==> config.mk <==
export PLATFORM = sky130hd
export DESIGN_NAME = vga_screen_arbiter_flat
export DESIGN_NICKNAME = d
export VERILOG_FILES = /design/src/rtl/vga_screen_arbiter_if.sv /design/src/rtl/vga_screen_arbiter.sv /design/src/flat_wrapper.sv
export SDC_FILE = /design/constraint.sdc
export NUM_CORES = 1
export LEC_CHECK = 0
export BUFFER_PORTS_ARGS = -buffer_cell sky130_fd_sc_hd__buf_2
export CAP_MARGIN = 20
export CORE_MARGIN = 4
export CORE_UTILIZATION = 40
export CTS_CLUSTER_SIZE = 16
export DETAILED_ROUTE_END_ITERATION = 6
export GPL_ROUTABILITY_DRIVEN = 0
export HOLD_SLACK_MARGIN = 0.08
export MAX_ROUTING_LAYER = met4
export PLACE_DENSITY = 0.84
export RECOVER_POWER = 25
export REMOVE_ABC_BUFFERS = 1
export SLEW_MARGIN = 20
export SYNTH_ARGS = -nofsm -noshare
export SYNTH_HDL_FRONTEND = slang
export SYNTH_SLANG_ARGS = --single-unit
==> constraint.sdc <==
create_clock -name CLOCK_50 -period 5.1 [get_ports CLOCK_50]
set_input_delay 0.51 -clock CLOCK_50 [delete_from_list [all_inputs] [get_ports CLOCK_50]]
set_output_delay 0.51 -clock CLOCK_50 [all_outputs]
set_load 0.01 [all_outputs]
==> src/rtl/vga_screen_arbiter_if.sv <==
// Bus bundle for vga_screen_arbiter: the per-source screen generator signals
// going in, and the board VGA pins plus selection status coming out.
// master: the side that drives the screen sources (top level / bench).
// slave : the arbiter itself.
interface vga_screen_arbiter_if #(
    parameter int NUM_SRC = 8,
    parameter int COLOR_W = 8
);
    localparam int SEL_W = (NUM_SRC > 1) ? $clog2(NUM_SRC) : 1;

    // Per-source inputs, source i packed at [i*COLOR_W +: COLOR_W]
    logic [NUM_SRC-1:0]         src_req;
    logic [NUM_SRC*COLOR_W-1:0] src_r;
    logic [NUM_SRC*COLOR_W-1:0] src_g;
    logic [NUM_SRC*COLOR_W-1:0] src_b;
    logic [NUM_SRC-1:0]         src_hs;
    logic [NUM_SRC-1:0]         src_vs;
    logic [NUM_SRC-1:0]         src_blank_n;
    logic [NUM_SRC-1:0]         src_sync_n;

    // Registered VGA outputs and selection status
    logic [COLOR_W-1:0]         VGA_R;
    logic [COLOR_W-1:0]         VGA_G;
    logic [COLOR_W-1:0]         VGA_B;
    logic                       VGA_HS;
    logic                       VGA_VS;
    logic                       VGA_BLANK_N;
    logic                       VGA_SYNC_N;
    logic [SEL_W-1:0]           active_sel;
    logic                       sel_valid;
    logic                       switch_pending;

    modport master (
        output src_req, src_r, src_g, src_b, src_hs, src_vs, src_blank_n, src_sync_n,
        input  VGA_R, VGA_G, VGA_B, VGA_HS, VGA_VS, VGA_BLANK_N, VGA_SYNC_N,
        input  active_sel, sel_valid, switch_pending
    );

    modport slave (
        input  src_req, src_r, src_g, src_b, src_hs, src_vs, src_blank_n, src_sync_n,
        output VGA_R, VGA_G, VGA_B, VGA_HS, VGA_VS, VGA_BLANK_N, VGA_SYNC_N,
        output active_sel, sel_valid, switch_pending
    );
endinterface

==> src/rtl/vga_screen_arbiter.sv <==
// vga_screen_arbiter: N-source VGA screen selector.
// Picks the lowest-index requesting source and only switches on a falling
// edge of the displayed source's vsync, so frames never tear. All VGA
// outputs come from one register stage (1 cycle latency, aligned timing).
// Optional fade-to-black transition: define VGA_ARB_FADE_EN.
module vga_screen_arbiter #(
    parameter int NUM_SRC     = 8,
    parameter int COLOR_W     = 8,
    parameter int FADE_FRAMES = 16
) (
    input  logic                 CLOCK_50,
    input  logic                 resetn,
    vga_screen_arbiter_if.slave  bus
);
    localparam int SEL_W = (NUM_SRC > 1) ? $clog2(NUM_SRC) : 1;

    if ((FADE_FRAMES < 2) || (FADE_FRAMES > 64) ||
        ((FADE_FRAMES & (FADE_FRAMES - 1)) != 0)) begin : g_fade_cfg_bad
        $error("vga_screen_arbiter: FADE_FRAMES must be a power of two in 2..64");
    end

`ifdef VGA_ARB_FADE_EN
    localparam int             LVL_W    = 7;
    localparam int             FADE_SH  = $clog2(FADE_FRAMES);
    localparam logic [LVL_W-1:0] LVL_FULL = LVL_W'(FADE_FRAMES);

    typedef enum logic [1:0] {
        ST_SHOW     = 2'd0,
        ST_FADE_OUT = 2'd1,
        ST_SWAP     = 2'd2,
        ST_FADE_IN  = 2'd3
    } state_e;

    // Scale one colour channel by level/FADE_FRAMES (COLOR_W+7 bit product)
    function automatic logic [COLOR_W-1:0] fade_scale(
        input logic [COLOR_W-1:0] c,
        input logic [LVL_W-1:0]   lvl
    );
        logic [COLOR_W+6:0] prod;
        prod = (COLOR_W+7)'(c) * (COLOR_W+7)'(lvl);
        return COLOR_W'(prod >> FADE_SH);
    endfunction

    logic [LVL_W-1:0] level_r;
    logic [LVL_W-1:0] level_nxt_s;
`else
    typedef enum logic [1:0] {
        ST_SHOW    = 2'd0,
        ST_WAIT_VS = 2'd1
    } state_e;
`endif

    // Selection state
    state_e             state_r;
    logic [SEL_W-1:0]   active_sel_r;
    logic               sel_valid_r;
    logic               switch_pending_r;
    logic               vs_prev_r;

    // Output pipeline registers
    logic [COLOR_W-1:0] vga_r_r;
    logic [COLOR_W-1:0] vga_g_r;
    logic [COLOR_W-1:0] vga_b_r;
    logic               vga_hs_r;
    logic               vga_vs_r;
    logic               vga_blank_n_r;
    logic               vga_sync_n_r;

    // Combinational decisions
    logic [SEL_W-1:0]   target_idx_s;
    logic               target_valid_s;
    logic               differ_s;
    logic [SEL_W-1:0]   time_idx_s;
    logic               boundary_s;
    logic               swap_now_s;
    logic               out_valid_s;
    logic [SEL_W-1:0]   src_idx_s;
    logic [COLOR_W-1:0] pix_r_s;
    logic [COLOR_W-1:0] pix_g_s;
    logic [COLOR_W-1:0] pix_b_s;
    logic               pix_hs_s;
    logic               pix_vs_s;
    logic               pix_blank_n_s;
    logic               pix_sync_n_s;
    logic [COLOR_W-1:0] out_r_s;
    logic [COLOR_W-1:0] out_g_s;
    logic [COLOR_W-1:0] out_b_s;

    // Priority encoder: lowest requesting index wins, none when src_req is 0
    always_comb begin
        target_idx_s   = '0;
        target_valid_s = 1'b0;
        for (int i = NUM_SRC - 1; i >= 0; i--) begin
            target_idx_s   = bus.src_req[i] ? SEL_W'(i) : target_idx_s;
            target_valid_s = bus.src_req[i] | target_valid_s;
        end
    end

    // Compare target with the current selection and find the frame boundary
    always_comb begin
        differ_s   = (target_valid_s != sel_valid_r) ||
                     (target_valid_s && (target_idx_s != active_sel_r));
        time_idx_s = sel_valid_r ? active_sel_r : '0;
        boundary_s = vs_prev_r & ~bus.src_vs[time_idx_s];
    end

`ifdef VGA_ARB_FADE_EN
    // Swap timing and the level the output register will use this cycle
    always_comb begin
        swap_now_s  = (state_r == ST_SWAP) && boundary_s;
        level_nxt_s = level_r;
        case (state_r)
            ST_SHOW: begin
                level_nxt_s = LVL_FULL;
            end
            ST_FADE_OUT: begin
                if (differ_s && boundary_s && (level_r != 7'd0)) begin
                    level_nxt_s = level_r - 7'd1;
                end else begin
                    level_nxt_s = level_r;
                end
            end
            ST_FADE_IN: begin
                if (!differ_s && boundary_s && (level_r != LVL_FULL)) begin
                    level_nxt_s = level_r + 7'd1;
                end else begin
                    level_nxt_s = level_r;
                end
            end
            default: begin
                level_nxt_s = level_r;
            end
        endcase
    end
`else
    // Swap happens on the boundary cycle while a change is waiting
    always_comb begin
        swap_now_s = (state_r == ST_WAIT_VS) && differ_s && boundary_s;
    end
`endif

    // Pick the source feeding the output register (new source on swap cycle)
    always_comb begin
        out_valid_s   = swap_now_s ? target_valid_s : sel_valid_r;
        src_idx_s     = out_valid_s ? (swap_now_s ? target_idx_s : active_sel_r) : '0;
        pix_r_s       = '0;
        pix_g_s       = '0;
        pix_b_s       = '0;
        pix_hs_s      = 1'b1;
        pix_vs_s      = 1'b1;
        pix_blank_n_s = 1'b0;
        pix_sync_n_s  = 1'b0;
        for (int i = 0; i < NUM_SRC; i++) begin
            if (SEL_W'(i) == src_idx_s) begin
                pix_r_s       = bus.src_r[i*COLOR_W +: COLOR_W];
                pix_g_s       = bus.src_g[i*COLOR_W +: COLOR_W];
                pix_b_s       = bus.src_b[i*COLOR_W +: COLOR_W];
                pix_hs_s      = bus.src_hs[i];
                pix_vs_s      = bus.src_vs[i];
                pix_blank_n_s = bus.src_blank_n[i];
                pix_sync_n_s  = bus.src_sync_n[i];
            end else begin
                pix_r_s       = pix_r_s;
            end
        end
    end

    // Colour forcing: black when idle, optionally scaled by the fade level
    always_comb begin
        if (!out_valid_s) begin
            out_r_s = '0;
            out_g_s = '0;
            out_b_s = '0;
        end else begin
`ifdef VGA_ARB_FADE_EN
            out_r_s = fade_scale(pix_r_s, level_nxt_s);
            out_g_s = fade_scale(pix_g_s, level_nxt_s);
            out_b_s = fade_scale(pix_b_s, level_nxt_s);
`else
            out_r_s = pix_r_s;
            out_g_s = pix_g_s;
            out_b_s = pix_b_s;
`endif
        end
    end

    // Selection FSM: decides when the displayed source changes
    always_ff @(posedge CLOCK_50 or negedge resetn) begin
        if (!resetn) begin
            state_r          <= ST_SHOW;
            active_sel_r     <= '0;
            sel_valid_r      <= 1'b0;
            switch_pending_r <= 1'b0;
`ifdef VGA_ARB_FADE_EN
            level_r          <= LVL_FULL;
`endif
        end else begin
`ifdef VGA_ARB_FADE_EN
            level_r <= level_nxt_s;
            case (state_r)
                ST_SHOW: begin
                    if (differ_s) begin
                        state_r          <= ST_FADE_OUT;
                        switch_pending_r <= 1'b1;
                    end else begin
                        state_r          <= ST_SHOW;
                    end
                end
                ST_FADE_OUT: begin
                    if (!differ_s) begin
                        state_r <= ST_FADE_IN;
                    end else if (level_nxt_s == 7'd0) begin
                        state_r <= ST_SWAP;
                    end else begin
                        state_r <= ST_FADE_OUT;
                    end
                end
                ST_SWAP: begin
                    if (boundary_s) begin
                        active_sel_r <= target_idx_s;
                        sel_valid_r  <= target_valid_s;
                        state_r      <= ST_FADE_IN;
                    end else begin
                        state_r      <= ST_SWAP;
                    end
                end
                ST_FADE_IN: begin
                    if (differ_s) begin
                        state_r          <= ST_FADE_OUT;
                    end else if (level_nxt_s == LVL_FULL) begin
                        state_r          <= ST_SHOW;
                        switch_pending_r <= 1'b0;
                    end else begin
                        state_r          <= ST_FADE_IN;
                    end
                end
                default: begin
                    state_r          <= ST_SHOW;
                    switch_pending_r <= 1'b0;
                end
            endcase
`else
            case (state_r)
                ST_SHOW: begin
                    if (differ_s) begin
                        state_r          <= ST_WAIT_VS;
                        switch_pending_r <= 1'b1;
                    end else begin
                        state_r          <= ST_SHOW;
                    end
                end
                ST_WAIT_VS: begin
                    if (!differ_s) begin
                        // request went back to what is shown: cancel
                        state_r          <= ST_SHOW;
                        switch_pending_r <= 1'b0;
                    end else if (boundary_s) begin
                        active_sel_r     <= target_idx_s;
                        sel_valid_r      <= target_valid_s;
                        state_r          <= ST_SHOW;
                        switch_pending_r <= 1'b0;
                    end else begin
                        state_r          <= ST_WAIT_VS;
                    end
                end
                default: begin
                    state_r          <= ST_SHOW;
                    switch_pending_r <= 1'b0;
                end
            endcase
`endif
        end
    end

    // Output pipeline register plus registered copy of the timing vsync
    always_ff @(posedge CLOCK_50 or negedge resetn) begin
        if (!resetn) begin
            vga_r_r       <= '0;
            vga_g_r       <= '0;
            vga_b_r       <= '0;
            vga_hs_r      <= 1'b1;
            vga_vs_r      <= 1'b1;
            vga_blank_n_r <= 1'b0;
            vga_sync_n_r  <= 1'b0;
            vs_prev_r     <= 1'b1;
        end else begin
            vga_r_r       <= out_r_s;
            vga_g_r       <= out_g_s;
            vga_b_r       <= out_b_s;
            vga_hs_r      <= pix_hs_s;
            vga_vs_r      <= pix_vs_s;
            vga_blank_n_r <= pix_blank_n_s;
            vga_sync_n_r  <= pix_sync_n_s;
            vs_prev_r     <= bus.src_vs[time_idx_s];
        end
    end

    assign bus.VGA_R          = vga_r_r;
    assign bus.VGA_G          = vga_g_r;
    assign bus.VGA_B          = vga_b_r;
    assign bus.VGA_HS         = vga_hs_r;
    assign bus.VGA_VS         = vga_vs_r;
    assign bus.VGA_BLANK_N    = vga_blank_n_r;
    assign bus.VGA_SYNC_N     = vga_sync_n_r;
    assign bus.active_sel     = active_sel_r;
    assign bus.sel_valid      = sel_valid_r;
    assign bus.switch_pending = switch_pending_r;
endmodule

==> src/flat_wrapper.sv <==
// flat-port wrapper written by rule: the top's interface ports become plain ports
module vga_screen_arbiter_flat 
#(
    parameter int NUM_SRC     = 8,
    parameter int COLOR_W     = 8,
    parameter int FADE_FRAMES = 16
)
  (CLOCK_50, resetn, bus_src_req, bus_src_r, bus_src_g, bus_src_b, bus_src_hs, bus_src_vs, bus_src_blank_n, bus_src_sync_n, bus_VGA_R, bus_VGA_G, bus_VGA_B, bus_VGA_HS, bus_VGA_VS, bus_VGA_BLANK_N, bus_VGA_SYNC_N, bus_active_sel, bus_sel_valid, bus_switch_pending);
  vga_screen_arbiter_if #(.NUM_SRC(NUM_SRC), .COLOR_W(COLOR_W)) bus_i ();
  input  logic CLOCK_50;
  input  logic resetn;
  input wire logic [$bits(bus_i.src_req)-1:0] bus_src_req;
  input wire logic [$bits(bus_i.src_r)-1:0] bus_src_r;
  input wire logic [$bits(bus_i.src_g)-1:0] bus_src_g;
  input wire logic [$bits(bus_i.src_b)-1:0] bus_src_b;
  input wire logic [$bits(bus_i.src_hs)-1:0] bus_src_hs;
  input wire logic [$bits(bus_i.src_vs)-1:0] bus_src_vs;
  input wire logic [$bits(bus_i.src_blank_n)-1:0] bus_src_blank_n;
  input wire logic [$bits(bus_i.src_sync_n)-1:0] bus_src_sync_n;
  output wire logic [$bits(bus_i.VGA_R)-1:0] bus_VGA_R;
  output wire logic [$bits(bus_i.VGA_G)-1:0] bus_VGA_G;
  output wire logic [$bits(bus_i.VGA_B)-1:0] bus_VGA_B;
  output wire logic [$bits(bus_i.VGA_HS)-1:0] bus_VGA_HS;
  output wire logic [$bits(bus_i.VGA_VS)-1:0] bus_VGA_VS;
  output wire logic [$bits(bus_i.VGA_BLANK_N)-1:0] bus_VGA_BLANK_N;
  output wire logic [$bits(bus_i.VGA_SYNC_N)-1:0] bus_VGA_SYNC_N;
  output wire logic [$bits(bus_i.active_sel)-1:0] bus_active_sel;
  output wire logic [$bits(bus_i.sel_valid)-1:0] bus_sel_valid;
  output wire logic [$bits(bus_i.switch_pending)-1:0] bus_switch_pending;
  assign bus_i.src_req = bus_src_req;
  assign bus_i.src_r = bus_src_r;
  assign bus_i.src_g = bus_src_g;
  assign bus_i.src_b = bus_src_b;
  assign bus_i.src_hs = bus_src_hs;
  assign bus_i.src_vs = bus_src_vs;
  assign bus_i.src_blank_n = bus_src_blank_n;
  assign bus_i.src_sync_n = bus_src_sync_n;
  assign bus_VGA_R = bus_i.VGA_R;
  assign bus_VGA_G = bus_i.VGA_G;
  assign bus_VGA_B = bus_i.VGA_B;
  assign bus_VGA_HS = bus_i.VGA_HS;
  assign bus_VGA_VS = bus_i.VGA_VS;
  assign bus_VGA_BLANK_N = bus_i.VGA_BLANK_N;
  assign bus_VGA_SYNC_N = bus_i.VGA_SYNC_N;
  assign bus_active_sel = bus_i.active_sel;
  assign bus_sel_valid = bus_i.sel_valid;
  assign bus_switch_pending = bus_i.switch_pending;
  vga_screen_arbiter #(.NUM_SRC(NUM_SRC), .COLOR_W(COLOR_W), .FADE_FRAMES(FADE_FRAMES)) u_core (.CLOCK_50(CLOCK_50), .resetn(resetn), .bus(bus_i));
endmodule
==> flow_metrics.env <==
export IMPL_initial_core_util_pct=40.91
export IMPL_maxSlewViolCount=36
export IMPL_wl_per_cell_um=22.35
export IMPL_vias_per_cell=6.572
export IMPL_ios=267
export IMPL_wl_met2_um=9186
export IMPL_ys_warn_count=0
export IMPL_dr_wl_met3_um=2148
export IMPL_cts_hold_buffers=0
export IMPL_design_area_mm2=0.005290
export IMPL_ys_types=58
export IMPL_layout_common_cells="265 x buf_2, 76 x a21boi_0, 32 x dfrtp_1"
export IMPL_fin_ws_ns=1.082
export IMPL_outcome="finished, violations left"
export IMPL_fill_cells=848
export IMPL_areaGrowthSynthToFinish_pct=39.95
export IMPL_clockBufferDepth=2
export IMPL_m1WireLength_um=6334
export IMPL_period_share_pct=78.78
export IMPL_post_cts_resized=0
export IMPL_peakVddDrop_v=0.0002484
export IMPL_drt_first_pass_iters=5
export IMPL_async_reset_ff_share_pct=100.0
export IMPL_clock_sinks=35
export IMPL_cp_top_family="simple AND/OR/NAND/NOR gates"
export IMPL_synth_xor_area_share_pct=0
export IMPL_worstSetupPathType="reg2reg"
export IMPL_synth_simple_area_share_pct=16.32
export IMPL_maxCapViolCount=1
export IMPL_num_rows=35
export IMPL_tightest_slew_ns=2.222
export IMPL_postCtsSetupBuffers=0
export IMPL_tritoncts="built"
export IMPL_worstPathArrival_ns=4.20
export IMPL_cp_max_fo=30
export IMPL_synth_edf_count=0
export IMPL_worstPathCellList="mux2_1, a221oi_2, o22ai_1, or2_1, nor4_1, or2_1, a2111oi_0, a211oi_1"
export IMPL_finalSetupTns_ns=0
export IMPL_critical_path_buf_inv_count=0
export IMPL_grt_pass1_vias=5485
export IMPL_synth_top_family_by_area="compound AO/OA/AOI/OAI gates"
export IMPL_drc_errors=0
export IMPL_final_nets=935
export IMPL_finalSetupViolCount=0
export IMPL_p_leak_uw=0.002429
export IMPL_die_y_um=105.2
export IMPL_cts_buffers=5
export IMPL_num_antenna_cells=0
export IMPL_start_kind="flip-flop"
export IMPL_fin_crit_ns=4.018
export IMPL_ys_seq_area_share_pct=23.27
export IMPL_ant_nets=0
export IMPL_layout_commonest_cell="buf_2"
export IMPL_core_area_mm2=0.009240
export IMPL_ys_flop_type="dfrtp_1"
export IMPL_antenna_found_initial=0
export IMPL_grt_setup_unrepaired="no"
export IMPL_placed_area_mm2=0.005210
export IMPL_top_layer="met4"
export IMPL_vias=5461
export IMPL_dieArea_mm2=0.01107
export IMPL_io_buffers=266
export IMPL_cp_slowest_cell="or2_1"
export IMPL_avgSynthCellArea_um2=8.253
export IMPL_dpl_worst_slack_ns=1.091
export IMPL_p_per_area_mw_per_mm2=434.5
export IMPL_drt_iter0_drc=535
export IMPL_grt_max_degree=36
export IMPL_cp_common_cell="or2_1"
export IMPL_syn_cell_area_mm2=0.003780
export IMPL_clkTransAtPathRegs_ns=0.08
export IMPL_globalRouteTotalUtil_pct=31.87
export IMPL_h_tree_depth=2
export IMPL_muxShareOfSynthArea_pct=1.456
export IMPL_drive_gt1_share_pct=44.44
export IMPL_max_freq_mhz=248.9
export IMPL_die_w_um=105.2
export IMPL_ys_seq_elements=35
export IMPL_cts_root_buf="clkbuf_8"
export IMPL_overflow=0
export IMPL_crit_required_ns=5.28
export IMPL_synth_fa_ha_area_share_pct=0
export IMPL_dp_hpwl_um=13700
export IMPL_clk_latency_ns=0.29
export IMPL_synth_compound_area_share_pct=53.10
export IMPL_fin_worst_skew_ns=0.005860
export IMPL_worst_setup_path_end_kind="flip-flop"
export IMPL_grt_pass1_wl_um=27580
export IMPL_slowest_delay_ns=0.92
export IMPL_syn_inst=458
export IMPL_holdCritPathClass="in2reg"
export IMPL_slew_headroom_pct=-48.11
export IMPL_finalWirelength_um=18580
export IMPL_final_hold_violation_count=0
export IMPL_violations="capacitance limit, slew limit"
==> area by class of cell <==
cell class | count | area (µm²) | share of cell area [%]
Clock buffer | 7 | 76.32 | 1.443
Inverter | 3 | 11.26 | 0.2129
Multi-Input combinational cell | 374 | 2706 | 51.16
Tap cell | 129 | 161.4 | 3.051
Clock inverter | 1 | 5.005 | 0.09461
Sequential cell | 35 | 879.6 | 16.63
Timing Repair Buffer | 282 | 1450 | 27.41
==> synthesized netlist by cell type, types with 4 or more instances <==
cell type / n / area, µm²
a21boi_0: 76 / 570.6
dfrtp_1: 32 / 800.8
clkbuf_1: 31 / 116.4
a2111oi_0: 29 / 254.0
o22ai_1: 28 / 175.2
o21ai_0: 27 / 135.1
nor3b_1: 26 / 195.2
o31ai_1: 25 / 187.7
a211oi_1: 24 / 180.2
o21bai_1: 24 / 180.2
nor2_1: 16 / 60.06
a21oi_1: 10 / 50.05
nand2_1: 10 / 37.54
buf_2: 9 / 45.04
nor2b_1: 5 / 31.28
a311oi_1: 4 / 35.03
nand2b_1: 4 / 25.02
nand3_1: 4 / 20.02
nor3_1: 4 / 20.02
o21a_1: 4 / 30.03
or2_1: 4 / 25.02
==> report_power, final <==
group	total, µW	switching, µW	internal (µW)	leakage [µW]
registers	527	88.7	439	0.000413
logic	1560	916	647	0.00197
clock network	209	112	96.2	0.0000422
total	2300	1120	1180	0.00243
==> per-stage QoR <==
step                total power, µW  hold WS (ns)  util (%)  std cells
finish                         2298        0.4774     57.25        831
global route                   2430        0.5078     57.25        831
CTS                            2266        0.3653     57.26        831
detailed placement             2053        0.4676     56.38        823
global placement               1995        0.4613     56.38        823
floorplan                      1447        0.2144         -        412
==> final timing paths <==
kind	startpoint	to	slack, ns	cells past startpoint
max in group asynchronous	resetn	u_core.bus.VGA_G[1]$_DFF_PN0_	2.96	1
hold / removal	bus_src_hs[5]	u_core.bus.VGA_HS$_DFF_PN1_	0.48	3
min in group asynchronous	resetn	u_core.bus.active_sel[2]$_DFFE_PN0P_	0.86	1
hold reg to reg	u_core.state_r[0]$_DFF_PN0_	u_core.bus.switch_pending$_DFFE_PN0P_	0.48	1
setup / recovery	u_core.bus.active_sel[1]$_DFFE_PN0P_	u_core.bus.VGA_R[0]$_DFF_PN0_	1.08	8
setup reg to reg	u_core.bus.active_sel[1]$_DFFE_PN0P_	u_core.bus.VGA_R[0]$_DFF_PN0_	1.08	8
==> cells by family (layout without fill, tap and decap cells) <==
| group | count (synthesis) | after routing |
|---|---|---|
| DFF | 35 | 35 |
| buffers and inverters | 49 | 293 |
| AOI/OAI and AO/OA | 273 | 273 |
| muxes | 5 | 5 |
| and+or+nand+nor | 96 | 96 |
==> per-layer routing <==
layer  GRT usage, %  vias to the layer above
li1               -                     2341
met1          35.01                     2498
met2          53.92                      519
met3          6.859                      103
met4          17.06                        0
met5              -                        -
==> flip-flops by register name, indices dropped and copies added, names as in the netlist <==
| register | flops |
|---|---|
| u_core.bus.VGA_SYNC_N | 1 |
| u_core.bus.VGA_BLANK_N | 1 |
| u_core.bus.switch_pending | 1 |
| u_core.vs_prev_r | 1 |
| u_core.bus.VGA_B | 8 |
| u_core.bus.VGA_G | 8 |
| u_core.bus.sel_valid | 1 |
| u_core.bus.VGA_VS | 1 |
| u_core.bus.VGA_HS | 1 |
| u_core.state_r | 1 |
| u_core.bus.active_sel | 3 |
| u_core.bus.VGA_R | 8 |
==> worst min-delay path, cell delays in order <==
cell and delay, ns:
buf_2 0.08, a222oi_1 0.05, o21ai_1 0.08
Power figures use the tool's default switching activity.
